[src/rtl/pc_fetch_unit.sv]
// Program counter and single-outstanding instruction-fetch sequencer with redirect support.
// Optional build macro PC_MISALIGN_TRAP_EN: misaligned redirects raise a sticky flag and halt fetch.
module pc_fetch_unit #(
    parameter logic [31:0] RESET_VECTOR = 32'h0000_0000,
    parameter logic [31:0] PC_STEP      = 32'd4
) (
    input  logic        clk,
    input  logic        rst,
    input  logic        stall,
    input  logic        redirect_valid,
    input  logic [31:0] redirect_pc,
    output logic [31:0] pc_out,
    output logic [31:0] pc_step,
    input  logic [31:0] pc_plus_step,
    output logic        imem_req_valid,
    input  logic        imem_req_ready,
    output logic [31:0] imem_req_addr,
    input  logic        imem_resp_valid,
    input  logic [31:0] imem_resp_data,
    output logic        if_valid,
    input  logic        if_ready,
    output logic [31:0] if_pc,
    output logic [31:0] if_instr,
    output logic        misaligned
);

    localparam logic [2:0] S_FETCH = 3'd0;
    localparam logic [2:0] S_WAIT  = 3'd1;
    localparam logic [2:0] S_HOLD  = 3'd2;
    localparam logic [2:0] S_DRAIN = 3'd3;
    localparam logic [2:0] S_HALT  = 3'd4;

    logic [2:0]  state_q, state_d;
    logic [31:0] pc_q, pc_d;
    logic        if_valid_q, if_valid_d;
    logic [31:0] if_pc_q, if_pc_d;
    logic [31:0] if_instr_q, if_instr_d;
    logic        misaligned_q, misaligned_d;

    logic [31:0] redir_pc;
    logic        redir_bad;
    logic [2:0]  redir_next;
    logic        req_fire;

`ifdef PC_MISALIGN_TRAP_EN
    assign redir_pc  = redirect_pc;
    assign redir_bad = |redirect_pc[1:0];
`else
    logic unused_redir_lsbs;
    assign unused_redir_lsbs = ^redirect_pc[1:0];
    assign redir_pc  = {redirect_pc[31:2], 2'b00};
    assign redir_bad = 1'b0;
`endif

    assign redir_next     = redir_bad ? S_HALT : S_FETCH;
    assign imem_req_valid = (state_q == S_FETCH) & ~stall & ~rst;
    assign imem_req_addr  = pc_q;
    assign req_fire       = imem_req_valid & imem_req_ready;

    assign pc_out     = pc_q;
    assign pc_step    = PC_STEP;
    assign if_valid   = if_valid_q;
    assign if_pc      = if_pc_q;
    assign if_instr   = if_instr_q;
    assign misaligned = misaligned_q;

    // NOTE: every next-state signal takes its hold value first so no path can infer a latch.
    always_comb begin
        state_d      = state_q;
        pc_d         = pc_q;
        if_valid_d   = if_valid_q;
        if_pc_d      = if_pc_q;
        if_instr_d   = if_instr_q;
        misaligned_d = misaligned_q;

        if (redirect_valid) begin
            pc_d         = redir_pc;
            if_valid_d   = 1'b0;
            misaligned_d = redir_bad;
            // A request already in flight must have its response swallowed in DRAIN.
            case (state_q)
                S_FETCH:         state_d = req_fire ? S_DRAIN : redir_next;
                S_WAIT, S_DRAIN: state_d = imem_resp_valid ? redir_next : S_DRAIN;
                default:         state_d = redir_next;
            endcase
        end else begin
            case (state_q)
                S_FETCH: if (req_fire) state_d = S_WAIT;
                S_WAIT: begin
                    if (imem_resp_valid) begin
                        if_valid_d = 1'b1;
                        if_pc_d    = pc_q;
                        if_instr_d = imem_resp_data;
                        state_d    = S_HOLD;
                    end
                end
                S_HOLD: begin
                    if (if_ready) begin
                        if_valid_d = 1'b0;
                        pc_d       = pc_plus_step;
                        state_d    = S_FETCH;
                    end
                end
                S_DRAIN: if (imem_resp_valid) state_d = misaligned_q ? S_HALT : S_FETCH;
                S_HALT:  state_d = S_HALT;
                default: state_d = S_FETCH;
            endcase
        end
    end

    // NOTE: sequential state uses non-blocking assignments so all registers update together.
    always_ff @(posedge clk or posedge rst) begin
        if (rst) begin
            state_q      <= S_FETCH;
            pc_q         <= RESET_VECTOR;
            if_valid_q   <= 1'b0;
            if_pc_q      <= 32'h0;
            if_instr_q   <= 32'h0;
            misaligned_q <= 1'b0;
        end else begin
            state_q      <= state_d;
            pc_q         <= pc_d;
            if_valid_q   <= if_valid_d;
            if_pc_q      <= if_pc_d;
            if_instr_q   <= if_instr_d;
            misaligned_q <= misaligned_d;
        end
    end

endmodule

[config.mk]
export PLATFORM = sky130hd
export DESIGN_NAME = pc_fetch_unit
export DESIGN_NICKNAME = d
export VERILOG_FILES = /design/src/rtl/pc_fetch_unit.sv
export SDC_FILE = /design/constraint.sdc
export NUM_CORES = 1
export LEC_CHECK = 0
export BUFFER_PORTS_ARGS = -buffer_cell sky130_fd_sc_hd__buf_2
export CORE_ASPECT_RATIO = 0.6
export CORE_MARGIN = 2
export CORE_UTILIZATION = 30
export DETAILED_ROUTE_END_ITERATION = 7
export SLEW_MARGIN = 20
export SYNTH_ARGS = -nofsm -noshare
export SYNTH_HDL_FRONTEND = slang
export SYNTH_SLANG_ARGS = --single-unit
[constraint.sdc]
create_clock -name clk -period 4.3 [get_ports clk]
set_input_delay 0.645 -clock clk [delete_from_list [all_inputs] [get_ports clk]]
set_output_delay 0.645 -clock clk [all_outputs]
set_load 0.01 [all_outputs]
==> flow_metrics.env, run 1 <==
export IMPL_ctsHtreeMaxLevel=3
export IMPL_firstDrtPassIters=4
export IMPL_hpwl_um=7589
export IMPL_wl_um=10480
export IMPL_fin_cells=739
export IMPL_path_clk_slew_ns=0.07
export IMPL_start_util_pct=30.58
export IMPL_grt_pass1_wl_um=16680
export IMPL_fmax_mhz=386.3
export IMPL_design_die_area_mm2=0.01761
export IMPL_grt_remaining_overflow=0
export IMPL_grt_use_total_pct=11.86
export IMPL_syn_to_final_growth_pct=25.08
export IMPL_cts_repair_resized=0
export IMPL_place_gp_congestion=0.7384
export IMPL_syn_inst=327
export IMPL_crit_path_end_kind="flip-flop"
export IMPL_clock_skew_ns=0.008769
export IMPL_rsz0062_at_grt="false"
export IMPL_cts_setup_buffers=0
export IMPL_regArea_mm2=0.002502
export IMPL_coreArea_mm2=0.01622
export IMPL_numCtsBuffers=9
export IMPL_std_cell_rows=36
export IMPL_worstMarginPinSlew_ns=0.9929
export IMPL_status="complete, no violations"
export IMPL_syn_avg_cell_area_um2=15.16
export IMPL_drc_errors=0
export IMPL_cap_violations=0
export IMPL_via_count=3116
export IMPL_setup_tns_ns=0
export IMPL_min_period_ns=2.589
export IMPL_synth_area_mm2=0.004959
export IMPL_antenna_found_initial=0
export IMPL_grt_max_degree=67
export IMPL_setup_violations=0
export IMPL_period_share_pct=60.20
export IMPL_power_w=0.003445
export IMPL_drive_gt1_share_pct=72.26
export IMPL_pin_count=266
export IMPL_cp_max_fo=40
export IMPL_cellLeakagePower_nw=3.305
export IMPL_hold_path_class="input port to async pin"
export IMPL_drv_slew=0
export IMPL_ir_worst_vdd_uv=174.8
export IMPL_slowest_stage="buf_2"
export IMPL_cp_startpoint="redirect_valid"
export IMPL_ctsHoldBuffers=0
export IMPL_place_inst=723
export IMPL_yosysUniqueCellTypes=26
export IMPL_finalHoldViolCount=0
export IMPL_yosysWarningCount=0
export IMPL_multi_input_area_mm2=0.001926
export IMPL_viasPerCell=4.217
export IMPL_clk_latency_ns=0.34
export IMPL_die_width_um=170.0
export IMPL_post_place_ws_ns=1.296
export IMPL_yosysSeqAreaShare_pct=50.47
export IMPL_ant_nets=0
export IMPL_fin_ws_ns=1.711
export IMPL_critPathLaunchType="input port"
export IMPL_first_iter_violations=131
export IMPL_portBuffers=230
export IMPL_slew_headroom_pct=33.81
export IMPL_worstSetupPathType="input port to flip-flop"
export IMPL_cts_root_buffer="clkbuf_16"
export IMPL_tritoncts="yes"
export IMPL_wire_per_inst_um=14.18
export IMPL_clk_path_buf_depth=2
export IMPL_num_antenna_cells=0
export IMPL_synth_seq_cells=100
export IMPL_crit_reg2reg_launch="state_q[2]$_DFFE_PP0P_"
export IMPL_reg2reg_depth=4
export IMPL_worstPathRequired_ns=4.52
export IMPL_power_density_mw_per_mm2=555.4
export IMPL_cts_sinks=100
export IMPL_final_nets=629
export IMPL_first_global_vias=3115
export IMPL_die_h_um=103.6
export IMPL_nFillCells=1585
export IMPL_slowest_delay_ns=0.74
export IMPL_critPathArrivalTime_ns=2.81
export IMPL_crit_path_cell_trace="buf_2 -> or4b_4 -> buf_4 -> mux2_4"
[power by group]
group,internal [W],switching (W),leakage [nW],total [W]
registers,0.00126,0.000195,1.21,0.00146
logic,0.000687,0.000498,1.95,0.00119
clock network,0.000453,0.000350,0.143,0.000803
[logic make-up after synthesis]
| family | count (synthesis) | synth area share (%) |
|---|---|---|
| mux | 126 | 33.16 |
| flops | 100 | 50.47 |
| buf+inv | 80 | 13.20 |
| simple gates | 15 | 2.346 |
| compound gates | 4 | 0.6815 |
| other cells | 2 | 0.1515 |
[worst paths after layout]
path                                                 to  slack, ns
max                            if_instr[19]$_DFFE_PP0P_       1.71
min                        imem_req_addr[3]$_DFFE_PP0P_       0.45
max reg2reg                    if_instr[19]$_DFFE_PP0P_       2.04
min reg2reg                        if_pc[2]$_DFFE_PP0P_       0.50
max in group asynchronous         if_pc[24]$_DFFE_PP0P_       2.83
min in group clk                   if_pc[2]$_DFFE_PP0P_       0.50
[state kept, by name (all words and copies together) (netlist names)]
name,cells
if_pc,32
state_q,3
imem_req_addr,32
if_instr,32
if_valid,1
[cell usage in the layout (no fill, tap or decap)]
cell type,count
nand3b_1,2
inv_4,1
a41oi_1,1
clkinv_4,1
or4b_2,1
buf_2,230
nor2b_1,2
or4b_4,1
buf_4,5
mux2_2,66
and4bb_2,1
buf_16,1
or4_1,1
clkbuf_16,9
a31o_2,1
clkbuf_1,1
o21a_1,1
bufinv_16,1
clkinv_2,1
or4bb_1,1
nor4b_1,1
mux2_4,60
conb_1,33
nand2b_2,1
dfrtp_1,100
nor2_4,1
nor3_1,1
nor2_1,2
o2bb2ai_1,1
inv_6,2
[per-stage QoR]
stage                     instance area, µm²  util [%]  hold slack [ns]
after floorplan                         5075         -           0.5090
after global placement                  5884     36.29           0.4783
after detailed placement                5884     36.29           0.4795
after CTS                               6175     38.08           0.4894
after global routing                    6202     38.25           0.5196
final                                   6202     38.25           0.4496
[cell usage after synthesis (all sizes together)]
library cell | instances | share of area, %
mux2 | 126 | 33
dfrtp | 100 | 50
buf | 77 | 13
nor2 | 3 | 0.23
clkbuf | 2 | 0.15
conb | 2 | 0.15
nand3b | 2 | 0.30
nor2b | 2 | 0.25
or4b | 2 | 0.48
a31o | 1 | 0.18
a41oi | 1 | 0.18
and4bb | 1 | 0.25
inv | 1 | 0.076
nand2b | 1 | 0.18
nor3 | 1 | 0.10
nor4b | 1 | 0.18
o21a | 1 | 0.15
o2bb2ai | 1 | 0.18
or4 | 1 | 0.15
or4bb | 1 | 0.23
[layer usage]
layer | track usage (%) | routed length [µm] | share of wire, % | vias to the layer above
li1 | - | - | - | 1434
met1 | 15.89 | 4810 | 46 | 1556
met2 | 18.92 | 4874 | 47 | 119
met3 | 3.172 | 683 | 6.5 | 7
met4 | 3.297 | 112 | 1.1 | 0
met5 | 0 | 0 | 0 | -
[final cells by class]
cell class | instances | area share, %
flip-flops and latches | 100 | 40.35
inverters | 1 | 0.1009
clock inverters | 5 | 0.9885
clock buffers | 10 | 3.692
well taps | 209 | 4.216
multi-input cells | 178 | 31.05
repair buffers | 236 | 19.61
[worst max-delay path: cells and delay by family]
kind / cells / cell delay (ns)
buf+inv: 2 / 1.11
mux: 1 / 0.33
simple gates: 1 / 0.69
Note: power is estimated with default switching activity, not from simulation.
==> run 2: changes to the inputs <==
==> constraint.sdc (replaced) <==
create_clock -name clk -period 2.7 [get_ports clk]
set_input_delay 0.405 -clock clk [delete_from_list [all_inputs] [get_ports clk]]
set_output_delay 0.405 -clock clk [all_outputs]
set_load 0.01 [all_outputs]
==> flow_metrics.env, run 2 (same netlist as run 1, synthesis figures left out) <==
export IMPL_hold_path_class="input port to flip-flop"
export IMPL_grt_remaining_overflow=0
export IMPL_place_inst=722
export IMPL_clk_path_buf_depth=2
export IMPL_ctsHtreeMaxLevel=3
export IMPL_num_antenna_cells=0
export IMPL_fmax_mhz=449.3
export IMPL_via_count=3104
export IMPL_cts_sinks=100
export IMPL_status="complete, no violations"
export IMPL_firstDrtPassIters=4
export IMPL_whs_path_depth=2
export IMPL_crit_buf_inv=3
export IMPL_worstMarginPinSlew_ns=0.5809
export IMPL_slowest_delay_ns=0.53
export IMPL_fin_cells=739
export IMPL_drive_gt1_share_pct=72.08
export IMPL_layout_commonest_cell="buf_2"
export IMPL_cp_depth=5
export IMPL_start_util_pct=30.58
export IMPL_std_cell_rows=36
export IMPL_viasPerCell=4.200
export IMPL_ant_nets=0
export IMPL_first_iter_violations=100
export IMPL_reg2reg_depth=4
export IMPL_die_width_um=170.0
export IMPL_die_h_um=103.6
export IMPL_cellLeakagePower_nw=3.315
export IMPL_rsz0062_at_grt="false"
export IMPL_crit_top_cell="buf_2"
export IMPL_critPathLaunchType="input port"
export IMPL_multi_input_area_mm2=0.001926
export IMPL_grt_use_total_pct=11.27
export IMPL_first_global_vias=3121
export IMPL_crit_path_end_kind="output port"
export IMPL_period_share_pct=82.43
export IMPL_clock_skew_ns=0.006199
export IMPL_final_cell_mix="buf_2 (230), dfrtp_1 (100), mux2_2 (66), mux2_4 (60), conb_1 (33)"
export IMPL_grt_max_degree=95
export IMPL_numCtsBuffers=9
export IMPL_setup_violations=0
export IMPL_design_die_area_mm2=0.01761
export IMPL_critPathArrivalTime_ns=1.82
export IMPL_syn_to_final_growth_pct=25.81
export IMPL_antenna_found_initial=0
export IMPL_ir_worst_vdd_uv=288.7
export IMPL_cp_max_fo=3
export IMPL_final_nets=628
export IMPL_place_gp_congestion=0.6970
export IMPL_wire_per_inst_um=13.87
export IMPL_slew_headroom_pct=61.27
export IMPL_worstPathRequired_ns=2.30
export IMPL_portBuffers=230
export IMPL_slowest_stage="dlygate4sd3_1"
export IMPL_r2r_slack_ns=0.66
export IMPL_drc_errors=0
export IMPL_power_density_mw_per_mm2=887.8
export IMPL_path_clk_slew_ns=0.07
export IMPL_pin_count=266
export IMPL_cpLargestDelayFamily="buffers and inverters"
export IMPL_drv_slew=0
export IMPL_cts_repair_resized=0
export IMPL_coreArea_mm2=0.01622
export IMPL_wl_um=10250
export IMPL_worstSetupPathType="input port to output port"
export IMPL_clk_latency_ns=0.33
export IMPL_cts_root_buffer="clkbuf_16"
export IMPL_grt_pass1_wl_um=15910
export IMPL_crit_path_cell_trace="dlygate4sd3_1 -> buf_2 -> or4_1 -> nor2_1 -> buf_2"
export IMPL_setup_tns_ns=0
export IMPL_regArea_mm2=0.002502
export IMPL_nFillCells=1541
export IMPL_min_period_ns=2.226
export IMPL_cap_violations=0
export IMPL_finalHoldViolCount=0
export IMPL_hpwl_um=7118
export IMPL_tritoncts="yes"
-- run 2: changes by cell type in the layout (fill, tap and decap cells not counted), sizes merged --
cell	change
buf	-2
inv	-2
dlygate4sd3	+1
clkbuf	+2
clkinvlp	+1
-- run 2: metal layers --
metal | global-route usage, % | vias up | wire, µm
li1 | - | 1431 | -
met1 | 14.63 | 1538 | 4692
met2 | 18.48 | 127 | 4712
met3 | 3.554 | 8 | 758
met4 | 2.381 | 0 | 87
met5 | 0 | - | 0
-- run 2: final timing paths --
kind / from / endpoint
min reg2reg: if_instr[12]$_DFFE_PP0P_ / if_instr[12]$_DFFE_PP0P_
max in group asynchronous: rst / if_pc[19]$_DFFE_PP0P_
min: imem_resp_data[9] / if_instr[9]$_DFFE_PP0P_
min in group asynchronous: rst / imem_req_addr[0]$_DFFE_PP0P_
max reg2reg: state_q[2]$_DFFE_PP0P_ / if_pc[24]$_DFFE_PP0P_
max: rst / imem_req_valid
-- run 2: report_power, final --
| part | total [W] | switching [W] | leakage (nW) | internal [W] |
|---|---|---|---|---|
| combinational | 0.00188 | 0.000787 | 1.95 | 0.00110 |
| sequential | 0.00232 | 0.000311 | 1.21 | 0.00201 |
| clock | 0.00134 | 0.000559 | 0.153 | 0.000777 |
-- run 2: worst reg2reg max path, cell delays in order, from the launching register on --
cell,delay (ns)
dfrtp_1,0.42
nand2b_2,0.21
or4b_4,0.53
buf_12,0.22
mux2_4,0.55
-- run 2: what timing repair did --
action                     4_1_cts  5_1_grt
setup endpoints to repair        0        0
hold endpoints to repair         6        0
hold buffers                     1        0
buffers inserted                 0        0
-- run 2: per-stage QoR --
stage	hold WS [ns]	setup WS [ns]	total power, W	util [%]	area, µm²
after floorplan	0.4875	0.8919	0.003569	-	5079
after global placement	0.3392	0.7795	0.004223	36.48	5916
after detailed placement	0.3422	0.7749	0.004252	36.48	5916
after CTS	0.2761	0.4832	0.005643	38.47	6238
after global routing	0.2760	0.4039	0.005878	38.47	6238
final	0.2961	0.4744	0.005539	38.47	6238
-- run 2: area by class of cell --
type / count / area share, %
clock buffer: 12 / 4.112
clock inverter: 4 / 0.9025
inverter: 1 / 0.1203
multi-input combinational: 178 / 30.87
sequential: 100 / 40.11
tap: 209 / 4.192
timing repair buffer: 235 / 19.70
